## src/rtl/alu_arb_pkg.sv

```systemverilog
// alu_arb_pkg: shared widths, ALU op-codes and FSM states for the ALU arbiter
package alu_arb_pkg;
  localparam int DEF_DATA_W  = 32;
  localparam int DEF_CTRL_W  = 4;
  localparam int DEF_SHAMT_W = 5;
  localparam logic [3:0] ALU_AND  = 4'd0;
  localparam logic [3:0] ALU_OR   = 4'd1;
  localparam logic [3:0] ALU_ADD  = 4'd2;
  localparam logic [3:0] ALU_SRL  = 4'd3;
  localparam logic [3:0] ALU_SRLV = 4'd4;
  localparam logic [3:0] ALU_LUI  = 4'd5;
  localparam logic [3:0] ALU_SUB  = 4'd6;
  localparam logic [3:0] ALU_SLT  = 4'd7;
  localparam logic [3:0] ALU_BGEZ = 4'd8;
  localparam logic [3:0] ALU_MUL  = 4'd9;
  localparam logic [3:0] ALU_NOR  = 4'd12;
  typedef enum logic [1:0] {IDLE = 2'd0, EXEC = 2'd1, RESP = 2'd2} state_e;
endpackage

```

## src/rtl/alu_arb_rr2.sv

```systemverilog
// alu_arb_rr2: 2-way grant; a lone valid wins, on contention ptr_i picks the winner
module alu_arb_rr2 (
  input  logic [1:0] valid_i,
  input  logic       ptr_i,
  output logic [1:0] gnt_o
);
  assign gnt_o[0] = valid_i[0] & (~valid_i[1] | ~ptr_i);
  assign gnt_o[1] = valid_i[1] & (~valid_i[0] | ptr_i);
endmodule

```

## src/rtl/alu_share_arb.sv

```systemverilog
// alu_share_arb: shares one combinational ALU between two requesters (IDLE/EXEC/RESP)
// Define ALU_ARB_FIXED_PRIO_EN to make requester 0 win every contention (bring-up only).
module alu_share_arb
  import alu_arb_pkg::*;
#(
  parameter int DATA_W  = DEF_DATA_W,
  parameter int CTRL_W  = DEF_CTRL_W,
  parameter int SHAMT_W = DEF_SHAMT_W
) (
  input  logic               clk_i,
  input  logic               rst_i,
  input  logic               req0_valid_i,
  output logic               req0_ready_o,
  input  logic [DATA_W-1:0]  req0_src1_i,
  input  logic [DATA_W-1:0]  req0_src2_i,
  input  logic [CTRL_W-1:0]  req0_ctrl_i,
  input  logic [SHAMT_W-1:0] req0_shamt_i,
  input  logic               req1_valid_i,
  output logic               req1_ready_o,
  input  logic [DATA_W-1:0]  req1_src1_i,
  input  logic [DATA_W-1:0]  req1_src2_i,
  input  logic [CTRL_W-1:0]  req1_ctrl_i,
  input  logic [SHAMT_W-1:0] req1_shamt_i,
  output logic               rsp0_valid_o,
  input  logic               rsp0_ready_i,
  output logic [DATA_W-1:0]  rsp0_result_o,
  output logic               rsp0_zero_o,
  output logic               rsp1_valid_o,
  input  logic               rsp1_ready_i,
  output logic [DATA_W-1:0]  rsp1_result_o,
  output logic               rsp1_zero_o,
  output logic [DATA_W-1:0]  alu_src1_o,
  output logic [DATA_W-1:0]  alu_src2_o,
  output logic [CTRL_W-1:0]  alu_ctrl_o,
  output logic [SHAMT_W-1:0] alu_shamt_o,
  input  logic [DATA_W-1:0]  alu_result_i,
  input  logic               alu_zero_i,
  output logic               busy_o,
  output logic               grant_id_o
);
  state_e              r_state;
  logic                r_gid;
  logic [DATA_W-1:0]   r_src1, r_src2, r_res0, r_res1;
  logic [CTRL_W-1:0]   r_ctrl;
  logic [SHAMT_W-1:0]  r_shamt;
  logic [1:0]          r_rsp_valid, r_rsp_zero;
  logic [1:0]          w_gnt;
  logic                w_ptr, w_idle, w_acc, w_done;
`ifdef ALU_ARB_FIXED_PRIO_EN
  assign w_ptr = 1'b0;
`else
  logic r_rr_ptr;
  // hand contention priority to the requester not just served
  always_ff @(posedge clk_i)
    if (rst_i) r_rr_ptr <= 1'b0;
    else if (w_done) r_rr_ptr <= ~r_gid;
  assign w_ptr = r_rr_ptr;
`endif
  alu_arb_rr2 u_rr2 (
    .valid_i({req1_valid_i, req0_valid_i}),
    .ptr_i  (w_ptr),
    .gnt_o  (w_gnt)
  );
  assign w_idle       = r_state == IDLE;
  assign req0_ready_o = w_idle & w_gnt[0];
  assign req1_ready_o = w_idle & w_gnt[1];
  assign w_acc        = w_idle & |w_gnt;
  assign w_done       = (r_state == RESP) & (r_gid ? rsp1_ready_i : rsp0_ready_i);
  // sequencing: accept -> one ALU evaluation cycle -> hold response until consumed
  always_ff @(posedge clk_i)
    if (rst_i) r_state <= IDLE;
    else if (w_acc) r_state <= EXEC;
    else if (r_state == EXEC) r_state <= RESP;
    else if (w_done) r_state <= IDLE;
  // latch the winner's operands; they stay put until the next grant
  always_ff @(posedge clk_i)
    if (rst_i) begin
      r_src1  <= '0;
      r_src2  <= '0;
      r_ctrl  <= '0;
      r_shamt <= '0;
      r_gid   <= 1'b0;
    end else if (w_acc) begin
      r_src1  <= w_gnt[1] ? req1_src1_i : req0_src1_i;
      r_src2  <= w_gnt[1] ? req1_src2_i : req0_src2_i;
      r_ctrl  <= w_gnt[1] ? req1_ctrl_i : req0_ctrl_i;
      r_shamt <= w_gnt[1] ? req1_shamt_i : req0_shamt_i;
      r_gid   <= w_gnt[1];
    end
  // capture the ALU output into the granted requester's response slot only
  always_ff @(posedge clk_i)
    if (rst_i) begin
      r_rsp_valid <= '0;
      r_rsp_zero  <= '0;
      r_res0      <= '0;
      r_res1      <= '0;
    end else if (r_state == EXEC) begin
      r_rsp_valid[r_gid] <= 1'b1;
      r_rsp_zero[r_gid]  <= alu_zero_i;
      if (r_gid) r_res1 <= alu_result_i;
      else r_res0 <= alu_result_i;
    end else if (w_done) r_rsp_valid[r_gid] <= 1'b0;
  assign alu_src1_o    = r_src1;
  assign alu_src2_o    = r_src2;
  assign alu_ctrl_o    = r_ctrl;
  assign alu_shamt_o   = r_shamt;
  assign rsp0_valid_o  = r_rsp_valid[0];
  assign rsp1_valid_o  = r_rsp_valid[1];
  assign rsp0_zero_o   = r_rsp_zero[0];
  assign rsp1_zero_o   = r_rsp_zero[1];
  assign rsp0_result_o = r_res0;
  assign rsp1_result_o = r_res1;
  assign busy_o        = ~w_idle;
  assign grant_id_o    = r_gid;
endmodule

```

## config.mk

```make
export PLATFORM = sky130hd
export DESIGN_NAME = alu_share_arb
export DESIGN_NICKNAME = d
export VERILOG_FILES = /design/src/rtl/alu_arb_pkg.sv /design/src/rtl/alu_arb_rr2.sv /design/src/rtl/alu_share_arb.sv
export SDC_FILE = /design/constraint.sdc
export NUM_CORES = 1
export LEC_CHECK = 0
export ABC_AREA = 1
export CAP_MARGIN = 40
export CORE_MARGIN = 4
export CORE_UTILIZATION = 44
export CTS_CLUSTER_DIAMETER = 60
export CTS_CLUSTER_SIZE = 24
export DETAILED_ROUTE_END_ITERATION = 7
export MAX_ROUTING_LAYER = met4
export PLACE_DENSITY = 0.86
export SYNTH_ARGS = -nofsm -noshare
export SYNTH_HDL_FRONTEND = slang
export SYNTH_SLANG_ARGS = --single-unit
```

## constraint.sdc

```tcl
create_clock -name clk_i -period 2.6 [get_ports clk_i]
set_input_delay 0.65 -clock clk_i [delete_from_list [all_inputs] [get_ports clk_i]]
set_output_delay 0.65 -clock clk_i [all_outputs]
set_load 0.01 [all_outputs]
```

==> Word-level counts from Yosys, hierarchy flattened <==
Index checks and enable logic that the tools add are counted.
{ "word_totals": {"ff_bits": 145, "elab_cells": 53, "out_inout_bits": 145, "inputBits": 185} }
{ "op_classes": {"magnitude_cmp": 2, "bitwise_logic": 16, "n_reduce_logical": 8, "mux": 13, "eq_ne": 2} }
{ "op_table": {"columns": ["operator", "n"], "rows": [
  ["2-to-1 mux 32 bit", 2],
  ["2-to-1 mux 2 bit", 4],
  ["AND 1 bit", 6],
  ["2-to-1 mux 5 bit", 1],
  ["inverter 1 bit", 5],
  ["2-to-1 mux 4 bit", 1],
  ["AND reduction 2 bit", 2],
  ["OR reduction 2 bit", 2],
  ["2-to-1 mux 1 bit", 3],
  ["nonzero test 3 bit", 1],
  ["AND 2 bit", 1],
  ["bitwise mux 2 bit", 1],
  ["== test 2 x 1 -> 1 bit (second input constant)", 1],
  ["== test 2 bit (second input constant)", 1],
  ["logical NOT 2 bit", 1],
  ["< comparator 1 x 2 -> 1 bit (second input constant)", 1],
  ["inverter 2 bit", 1],
  ["OR 1 bit", 2],
  ["OR 2 bit", 1],
  ["nonzero test 2 bit", 1],
  ["demux 1 bit (select 1 bit)", 1],
  [">= comparator 1 bit (second input constant)", 1],
  ["logical AND 1 bit", 1]
]} }

==> Depth between registers and ports, before layout <==
Gate-level depths: netlist of the first run.
{ "logic_depth": {"ltp_word": 8, "depth_mapped": 8, "depth_no_buf": 6} }

==> Hierarchy <==
A second synthesis of the first run with hierarchy kept.
{ "hier_totals": {"cells_unflattened": 1025, "hier_area_um2": 6459.9} }
{ "modules_own_cells": {"columns": ["mod", "instances", "cells_per_inst", "seq_area_each_um2", "area_per_inst_um2"], "rows": [
  ["alu_share_arb", 1, 1020, 2902.8, 6439.9],
  ["alu_arb_rr2", 1, 5, 0.0, 20.0]
]} }

==> Least setup slack after synthesis of the first run <==
Ideal clock, no wire load.
{ "synth_timing": {"path_kind": "in2out", "startpoint": "in req1_valid_i", "endpoint": "out req0_ready_o", "n_path_buf": 2, "required_time_ns": 1.950, "arrival_ns": 1.268, "stages": 5, "path_slack_ns": 0.682, "path_cell_list": "nand2_1 > buf_4 > buf_2 > nand3_1 > inv_1"} }
{ "synth_between": {"elab_chain_cells": 4} }
{ "synth_rtl": {"columns": ["item", "line_no", "rtl"], "rows": [
  ["start: declaration", "alu_share_arb.sv:18", "input logic req1_valid_i,"],
  ["inverter 1 bit", "alu_arb_rr2.sv:7", "assign gnt_o[0] = valid_i[0] & (~valid_i[1] | ~ptr_i);"],
  ["OR 1 bit", "alu_arb_rr2.sv:7", null],
  ["AND 1 bit", "alu_arb_rr2.sv:7", null],
  ["AND 1 bit", "alu_share_arb.sv:65", "assign req0_ready_o = w_idle & w_gnt[0];"],
  ["end: declaration", "alu_share_arb.sv:13", "output logic req0_ready_o,"]
]} }
No other way between the ends.

==> Worst setup path in the final report of the first run <==
{ "layout_timing": {"startpoint": "in req0_valid_i", "endpoint": "out req1_ready_o"} }
{ "layout_between": {"elab_chain_cells": 4} }
{ "layout_rtl": {"columns": ["item", "line_no", "rtl"], "rows": [
  ["start: declaration", "alu_share_arb.sv:12", "input logic req0_valid_i,"],
  ["inverter 1 bit", "alu_arb_rr2.sv:8", "assign gnt_o[1] = valid_i[1] & (~valid_i[0] | ptr_i);"],
  ["OR 1 bit", "alu_arb_rr2.sv:8", null],
  ["AND 1 bit", "alu_arb_rr2.sv:8", null],
  ["AND 1 bit", "alu_share_arb.sv:66", "assign req1_ready_o = w_idle & w_gnt[1];"],
  ["end: declaration", "alu_share_arb.sv:19", "output logic req1_ready_o,"]
]} }
No other way between the ends.

==> impl_results.md, run 1 <==
* Status: completed
* Crit start category: input port
* Worst reg2reg setup slack at 820 ps
* H-tree depth at 4
* Syn_area_per_cell at 6.47 sq um
* Starting density of the core at 0.449
* Die height at 132 um
* Lkg Pwr at 4.64 nW
* Cell taking the most area after synthesis: dfxtp_1
* Sw Ratio at 0.304
* Clock root buffer: clkbuf_16
* Critical path's largest stage delay at 530 ps
* Worst Skew at 9.50 ps
* Sequential fraction of design power at 0.377
* Post-Synth Adder-Cell Area at 0
* Main combinational cell family by area after synthesis: simple AND/OR/NAND/NOR gates
* CP Capture Type: primary output
* Comb power frac at 0.284
* I/O Buffers at 329
* Net Count, Synth at 1,235
* Share of post-route cells with drive strength above 1 at 0.0481
* NetSw at 2.08 mW
* Rows at 45
* Vias in the first global route at 7,318
* Worst reg2reg endpoint: rsp0_result_o[8]$_SDFFE_PP0P_
* Min Clock Period, post-route at 2460 ps
* Placed Instance Area at 10,200 sq um
* Detail Placement HPWL at 17.2 mm
* Post-Synthesis Cells at 1,050
* Endpoint of the worst hold path: rsp0_result_o[31]$_SDFFE_PP0P_
* Yosys warnings at 0
* Tot GR Track Use at 0.276
* Critical-path cell list: dlygate4sd2_1 -> inv_2 -> nand2_2 -> nand2_1 -> nand2_1 -> inv_1 -> clkdlybuf4s50_1
* WL/cell at 15.7 um
* P&R area growth vs syn at 58.0%
* Synth top area cells: dfxtp_1 (43%), nand2_1 (17%), nand3_1 (16%)
* Cts hold-fix bufs at 0
* Routability Congestion at 0.903
* Max Freq at 407 MHz
* Synth top area share at 0.427
* R2r startpoint: r_state[0]$_SDFFE_PP0P_
* GR Overflow Total at 0
* Via count at 7,807
* Highest ir drop seen on vdd at 390 uV
* Fin util at 0.709
* DRC at 0
* Synth unique cells at 17
* TritonCTS Buffers at 17
* Synth Area in Compound Gates at 0.0523
* Setup Viol. Count Final at 0
* Antenna Nets Post-Route at 0
* Clock tree buffer depth at 2
* Die area at 17,500 sq um
* Worst path most repeated cell: nand2_1
* Reg clk slew, reported paths at 60 ps
* Post-synthesis sequential area ratio at 0.427
* Int Pwr at 4.76 mW
* Critical path class: in -> out
* Final #Nets at 1,523
* IO Pins at 330
* Core area at 15,100 sq um
* Post-CTS Setup Bufs at 0
* P per Cell Area at 637 nW/um^2
* 1st-iter DRT viols at 524
* Clock sink count at 145
* Hold_sp: rsp0_result_o[31]$_SDFFE_PP0P_
* Critical Path RT at 1950 ps
* Slew Limit Fails at 0
* WL final at 24.2 mm
* Worst r2r path cells at 6
* Max-slew headroom at 0.488
* Simple-Gate Fraction of Synth Area at 0.411
* Synthesis-stage register bit count at 145
* TritonCTS clock tree: done
* Finished Cell Area at 10,700 sq um
* DRT Pass-1 Iters at 5
* First-pass GRT wire length at 38.0 mm
* Worst Hold Class: reg -> reg
* Via density at 5.06
* RSZ-0062 raised after global routing: no
* Final Worst Setup Slack at 145 ps
* Worst hold slack at 458 ps
* Worst slack, placed at -72.4 ps
* Clock Latency Late Sink at 420 ps
* Final Cycle Share at 0.944
* Final Hold Fails at 0
* Worst Tran Pin Value at 769 ps
* Post-synthesis mux area share at 0
* Fraction of synthesized cell area in xor and xnor cells at 0
* CP Max Fanout at 3
* Worst Hold Depth at 2
* Max-cap violations at 0
* Mapped Area at 6790 sq um
* Largest net degree at the start of global routing at 74
* Die X at 132 um
* Initial antenna violation count at 4
* Arr. time, crit path at 1810 ps
* Clock share of power at 0.339
* Slowest stage cell, crit path: clkdlybuf4s50_1
==> worst max-delay path by stage <==
stage / start / to / slack, ps / depth (start not counted)
final: req0_valid_i / req1_ready_o / 140 / 7
after global routing: r_rr_ptr$_SDFFE_PP0P_ / req1_ready_o / 70 / 5
after CTS: r_state[1]$_SDFFE_PP0P_ / req0_ready_o / 30 / 4
after detailed placement: req0_valid_i / req1_ready_o / -70 / 7
after global placement: req0_valid_i / req1_ready_o / -60 / 7
after floorplan: req1_valid_i / req0_ready_o / 680 / 5
==> power groups by stage <==
stage | Combinational [mW] | Clock (mW) | Sequential, mW
4_1_cts | 1.95 | 2.36 | 2.57
6_report | 1.94 | 2.32 | 2.58
5_1_grt | 2.14 | 2.45 | 2.60
2_1_floorplan | 0.852 | 0 | 2.72
3_3_place_gp | 1.91 | 0 | 2.61
3_5_place_dp | 1.94 | 0 | 2.62
==> stage by stage <==
stage,TNS [ps],cells,power [mW]
floorplan,0,1050,3.57
global placement,-64.5,1507,4.52
detailed placement,-103,1507,4.56
CTS,0,1539,6.88
global route,0,1543,7.20
finish,0,1543,6.84
==> cells in the mapped netlist (all sizes together) <==
| master | instances |
|---|---|
| nand3 | 215 |
| and3 | 1 |
| inv | 83 |
| a21oi | 71 |
| nand4 | 1 |
| nor2 | 149 |
| nand2 | 302 |
| clkbuf | 15 |
| dfxtp | 145 |
| buf | 68 |
==> state kept, by name (all words and copies together), names as in the netlist, named ones only <==
register,count
r_rr_ptr,1
grant_id_o,1
alu_shamt_o,5
r_rsp_zero,2
alu_src2_o,32
r_state,2
alu_ctrl_o,4
rsp1_result_o,32
alu_src1_o,32
rsp0_result_o,32
==> metal layers <==
metal,up-vias,share of wire,track usage
met2,335,0.48,0.442
met5,-,0,-
met3,67,0.085,0.0744
met4,0,0.040,0.124
met1,3524,0.40,0.327
li1,3881,-,-
==> cell families after synthesis <==
logic type,after synthesis
AND/OR/NAND/NOR,668
AO/OA/AOI/OAI,71
buffers and inverters,166
flip-flops,145
==> area by class of cell <==
class,count,area (sq um)
clock buffers,19,433
well taps,188,235
inverters,83,312
diodes,4,10.0
fillers,1226,4410
clock inverters,13,130
repair buffers,352,3540
multi-input cells,739,3170
flip-flops and latches,145,2900
==> placed cells by master (no fill, tap or decap), types with 2 or more instances in the layout <==
cell type and instances:
clkinv_4 5, nand2_2 3, clkbuf_1 2, inv_1 79
inv_6 3, nor2_4 2, nand3_1 215, dfxtp_1 145
a21oi_1 71, clkdlybuf4s50_1 326, buf_12 7, clkinvlp_4 4
buf_4 16, clkbuf_16 17, buf_2 2, diode_2 4
nor2_1 147, nand2_1 298, inv_2 4
==> worst max-delay path, delay by kind of cell <==
| family | cells | cell delay [ps] |
|---|---|---|
| and+or+nand+nor | 3 | 160 |
| buffers and inverters | 4 | 990 |
==> repair_timing <==
action,in CTS,in global routing
setup endpoints to repair,2,2
resized for setup,1,1
hold endpoints to repair,0,0
cloned,0,0
Note: power is estimated with default switching activity, not from simulation.
==> run 2, diff against run 1 <==
Clock period 2.6 ns to 3.1 ns, I/O delays scaled along.
==> impl_results.md, run 2 (same netlist as run 1, synthesis figures left out) <==
* Critical path class: in -> out
* Min Clock Period, post-route at 2890 ps
* Post-CTS Setup Bufs at 0
* CP Capture Type: primary output
* Worst slack, placed at 222 ps
* RSZ-0062 raised after global routing: no
* Via density at 5.13
* WL/cell at 16.0 um
* Die area at 17,500 sq um
* Worst Hold Class: reg -> reg
* Largest net degree at the start of global routing at 75
* H-tree depth at 4
* First-pass GRT wire length at 38.0 mm
* Antenna Nets Post-Route at 0
* R2r startpoint: r_state[0]$_SDFFE_PP0P_
* Setup Viol. Count Final at 0
* Arr. time, crit path at 2110 ps
* CP Max Fanout at 3
* Filler cells at 1,271
* DRC at 0
* Commonest cells after routing, fill and taps aside: clkdlybuf4s50_1 (327), nand2_1 (298), nand3_1 (215)
* Clock tree buffer depth at 2
* Clock sink count at 145
* TritonCTS clock tree: done
* Tot Pwr at 5.93 mW
* I/O Buffers at 329
* Initial antenna violation count at 2
* Critical Path RT at 2320 ps
* Starting density of the core at 0.449
* Max Freq at 347 MHz
* Non-filler cells, final at 1,534
* Lkg Pwr at 4.64 nW
* DRT Pass-1 Iters at 5
* P per Cell Area at 555 nW/um^2
* Clock root buffer: clkbuf_16
* Share of post-route cells with drive strength above 1 at 0.0439
* Worst Skew at 10.9 ps
* Reg clk slew, reported paths at 60 ps
* Highest ir drop seen on vdd at 414 uV
* Critical path origin: req0_valid_i
* Max-slew headroom at 0.467
* Clock Latency Late Sink at 410 ps
* Die X at 132 um
* WL final at 24.5 mm
* Rows at 45
* Core area at 15,100 sq um
* Worst Tran Pin Value at 800 ps
* Critical-path cell list: clkdlybuf4s50_1 -> nand3_1 -> inv_1 -> clkdlybuf4s50_1
* Slew Limit Fails at 0
* Tot GR Track Use at 0.275
* Final Cycle Share at 0.931
* P&R area growth vs syn at 57.5%
* Vias in the first global route at 7,342
* Most common cell after layout, fill and taps aside: clkdlybuf4s50_1
* Final #Nets at 1,517
* Cts hold-fix bufs at 0
* GR Overflow Total at 0
* Final Worst Setup Slack at 214 ps
* Final Hold Fails at 0
* Slowest stage cell, crit path: clkdlybuf4s50_1
* Status: completed
* Critical path's largest stage delay at 550 ps
* Die height at 132 um
* TritonCTS Buffers at 17
* IO Pins at 330
* Crit start category: input port
* Placed cells at 1,501
* Worst path most repeated cell: clkdlybuf4s50_1
* Max-cap violations at 0
* Fin Setup TNS at 0 ps
* 1st-iter DRT viols at 548
* Hold_sp: rsp1_result_o[1]$_SDFFE_PP0P_
* CTS resizes at 0
* Detail Placement HPWL at 17.2 mm
* Via count at 7,870
* Routability Congestion at 0.883
[run 2: path summary, 6_finish.rpt]
path                                     to  slack [ps]  cells after the start
max                            req0_ready_o         210                      4
min           rsp1_result_o[1]$_SDFFE_PP0P_         460                      2
max reg2reg  rsp1_result_o[17]$_SDFFE_PP0P_        1300                      5
min reg2reg   rsp1_result_o[1]$_SDFFE_PP0P_         460                      2
[run 2: cell type report]
cell class / count / area, sq um / share of cell area
Antenna cell: 2 / 5.00 / 0.000468
Clock buffer: 18 / 429 / 0.0401
Clock inverter: 13 / 185 / 0.0173
Inverter: 83 / 312 / 0.0291
Multi-Input combinational cell: 739 / 3160 / 0.296
Sequential cell: 145 / 2900 / 0.271
Tap cell: 188 / 235 / 0.0220
Timing Repair Buffer: 346 / 3470 / 0.324
[run 2: power by group]
part / leakage (nW) / internal (mW) / total (mW) / switching [mW]
combinational: 3.15 / 0.794 / 1.61 / 0.817
sequential: 1.19 / 2.06 / 2.17 / 0.107
clock: 0.297 / 1.35 / 2.16 / 0.811
[run 2: worst max-delay path: cells and delay by family]
family,cells,cell delay (ps)
AND/OR/NAND/NOR,1,120
buffers and inverters,3,1210
[run 2: per-layer routing]
metal / global-route usage / share of wire / vias to the layer above
met3: 0.0752 / 0.081 / 61
li1: - / - / 3868
met4: 0.110 / 0.038 / 0
met2: 0.446 / 0.48 / 354
met1: 0.325 / 0.40 / 3587
met5: - / 0 / -
[run 2: stage by stage]
stage / hold WS [ps] / util / area, sq um
final: 457 / 0.706 / 10700
after global routing: 477 / 0.706 / 10700
after CTS: 461 / 0.706 / 10700
after detailed placement: 451 / 0.666 / 10100
after global placement: 447 / 0.665 / 10100
after floorplan: 452 / - / 6790
==> run 3, diff against run 2 <==
Settings changed: CORE_MARGIN 4 to 8, GPL_ROUTABILITY_DRIVEN set to 0.
==> impl_results.md, run 3 (same netlist as run 1, synthesis figures left out) <==
* Status: completed
* Sw Ratio at 0.288
* NetSw at 1.72 mW
* Core area at 15,100 sq um
* Tot Pwr at 5.95 mW
* P per Cell Area at 557 nW/um^2
* Sequential fraction of design power at 0.364
* TritonCTS clock tree: done
* Min Clock Period, post-route at 2910 ps
* Vias in the first global route at 7,369
* Clock tree buffer depth at 2
* Max Freq at 344 MHz
* CP Capture Type: primary output
* First-pass GRT wire length at 40.0 mm
* Non-filler cells, final at 1,532
* Max-cap violations at 0
* TritonCTS Buffers at 17
* Critical Path RT at 2320 ps
* P&R area growth vs syn at 57.3%
* Finished Cell Area at 10,700 sq um
* Final #Nets at 1,516
* Critical path origin: req0_valid_i
* Critical-path cell list: clkdlybuf4s50_1 -> nand3_1 -> inv_1 -> clkdlybuf4s50_1
* Lkg Pwr at 4.62 nW
* Final Hold Fails at 0
* Initial antenna violation count at 1
* Tot GR Track Use at 0.264
* Starting density of the core at 0.449
* Placed Instance Area at 10,100 sq um
* Comb power frac at 0.271
* Worst slack, placed at 227 ps
* Antenna Nets Post-Route at 0
* Die area at 19,700 sq um
* Final Worst Setup Slack at 191 ps
* Crit start category: input port
* Rows at 45
* Clock sink count at 145
* Fin util at 0.706
* Worst Hold Class: reg -> reg
* GR Overflow Total at 0
* Arr. time, crit path at 2130 ps
* Worst path most repeated cell: clkdlybuf4s50_1
* Post-CTS Setup Bufs at 0
* Clock root buffer: clkbuf_16
* CP Max Fanout at 3
* CTS resizes at 0
* Share of post-route cells with drive strength above 1 at 0.0417
* Max-slew headroom at 0.458
* Final Cycle Share at 0.938
* Die X at 140 um
* I/O Buffers at 329
* DRT Pass-1 Iters at 5
* Commonest cells after routing, fill and taps aside: clkdlybuf4s50_1 (327), nand2_1 (298), nand3_1 (215)
* WL final at 26.2 mm
* Int Pwr at 4.23 mW
* DRC at 0
* RSZ-0062 raised after global routing: no
* Critical path's largest stage delay at 580 ps
* H-tree depth at 4
* Setup Viol. Count Final at 0
* 1st-iter DRT viols at 478
* IO Pins at 330
* Largest net degree at the start of global routing at 74
* Slowest stage cell, crit path: clkdlybuf4s50_1
* Reg clk slew, reported paths at 50 ps
* Worst Tran Pin Value at 813 ps
* Via count at 7,848
* Die height at 140 um
* R2r startpoint: grant_id_o$_SDFFE_PP0P_
* Via density at 5.12
* Hold_sp: rsp0_result_o[4]$_SDFFE_PP0P_
* Highest ir drop seen on vdd at 459 uV
* Placed cells at 1,500
* Clock share of power at 0.365
* Fin Setup TNS at 0 ps
* Detail Placement HPWL at 18.4 mm
* Most common cell after layout, fill and taps aside: clkdlybuf4s50_1
* Clock Latency Late Sink at 430 ps
* Slew Limit Fails at 0
* Cts hold-fix bufs at 0
* WL/cell at 17.1 um
* Critical path class: in -> out
* Worst hold slack at 458 ps
* Worst Skew at 9.19 ps
-- run 3: cell count changes in the layout (fill, tap and decap cells not counted) --
cell        delta
clkinv_4       -1
buf_8          -1
clkinv_2       -2
diode_2        -1
clkbuf_8       +2
clkbuf_1       +2
clkinvlp_4     +1
inv_6          -2
-- run 3: layout make-up --
cell class / count / area (sq um)
clock buffers: 22 / 464
fillers: 1209 / 4460
flip-flops and latches: 145 / 2900
clock inverters: 9 / 156
multi-input cells: 739 / 3160
diodes: 1 / 2.50
repair buffers: 345 / 3450
inverters: 83 / 312
well taps: 188 / 235
-- run 3: worst paths after layout --
path	slack, ps	endpoint	cells after the start
setup reg to reg	820	rsp0_result_o[21]$_SDFFE_PP0P_	5
setup / recovery	190	req0_ready_o	4
hold reg to reg	460	rsp0_result_o[4]$_SDFFE_PP0P_	2
hold / removal	460	rsp0_result_o[4]$_SDFFE_PP0P_	2
-- run 3: metal layers --
metal,vias to the layer above,routed length [um],GRT usage
li1,3861,-,-
met1,3574,10100,0.289
met2,359,12700,0.429
met3,54,2480,0.0928
met4,0,921,0.114
met5,-,0,-
-- run 3: worst max-delay path, delay by kind of cell --
family        cells  cell delay (ps)
simple gates      1              140
buf+inv           3             1210
-- run 3: power groups by stage --
stage | clock, mW | sequential (mW) | combinational, mW
global placement | 0 | 2.19 | 1.58
floorplan | 0 | 2.28 | 0.714
global route | 2.28 | 2.19 | 1.77
detailed placement | 0 | 2.20 | 1.61
finish | 2.17 | 2.16 | 1.61
CTS | 2.20 | 2.16 | 1.62
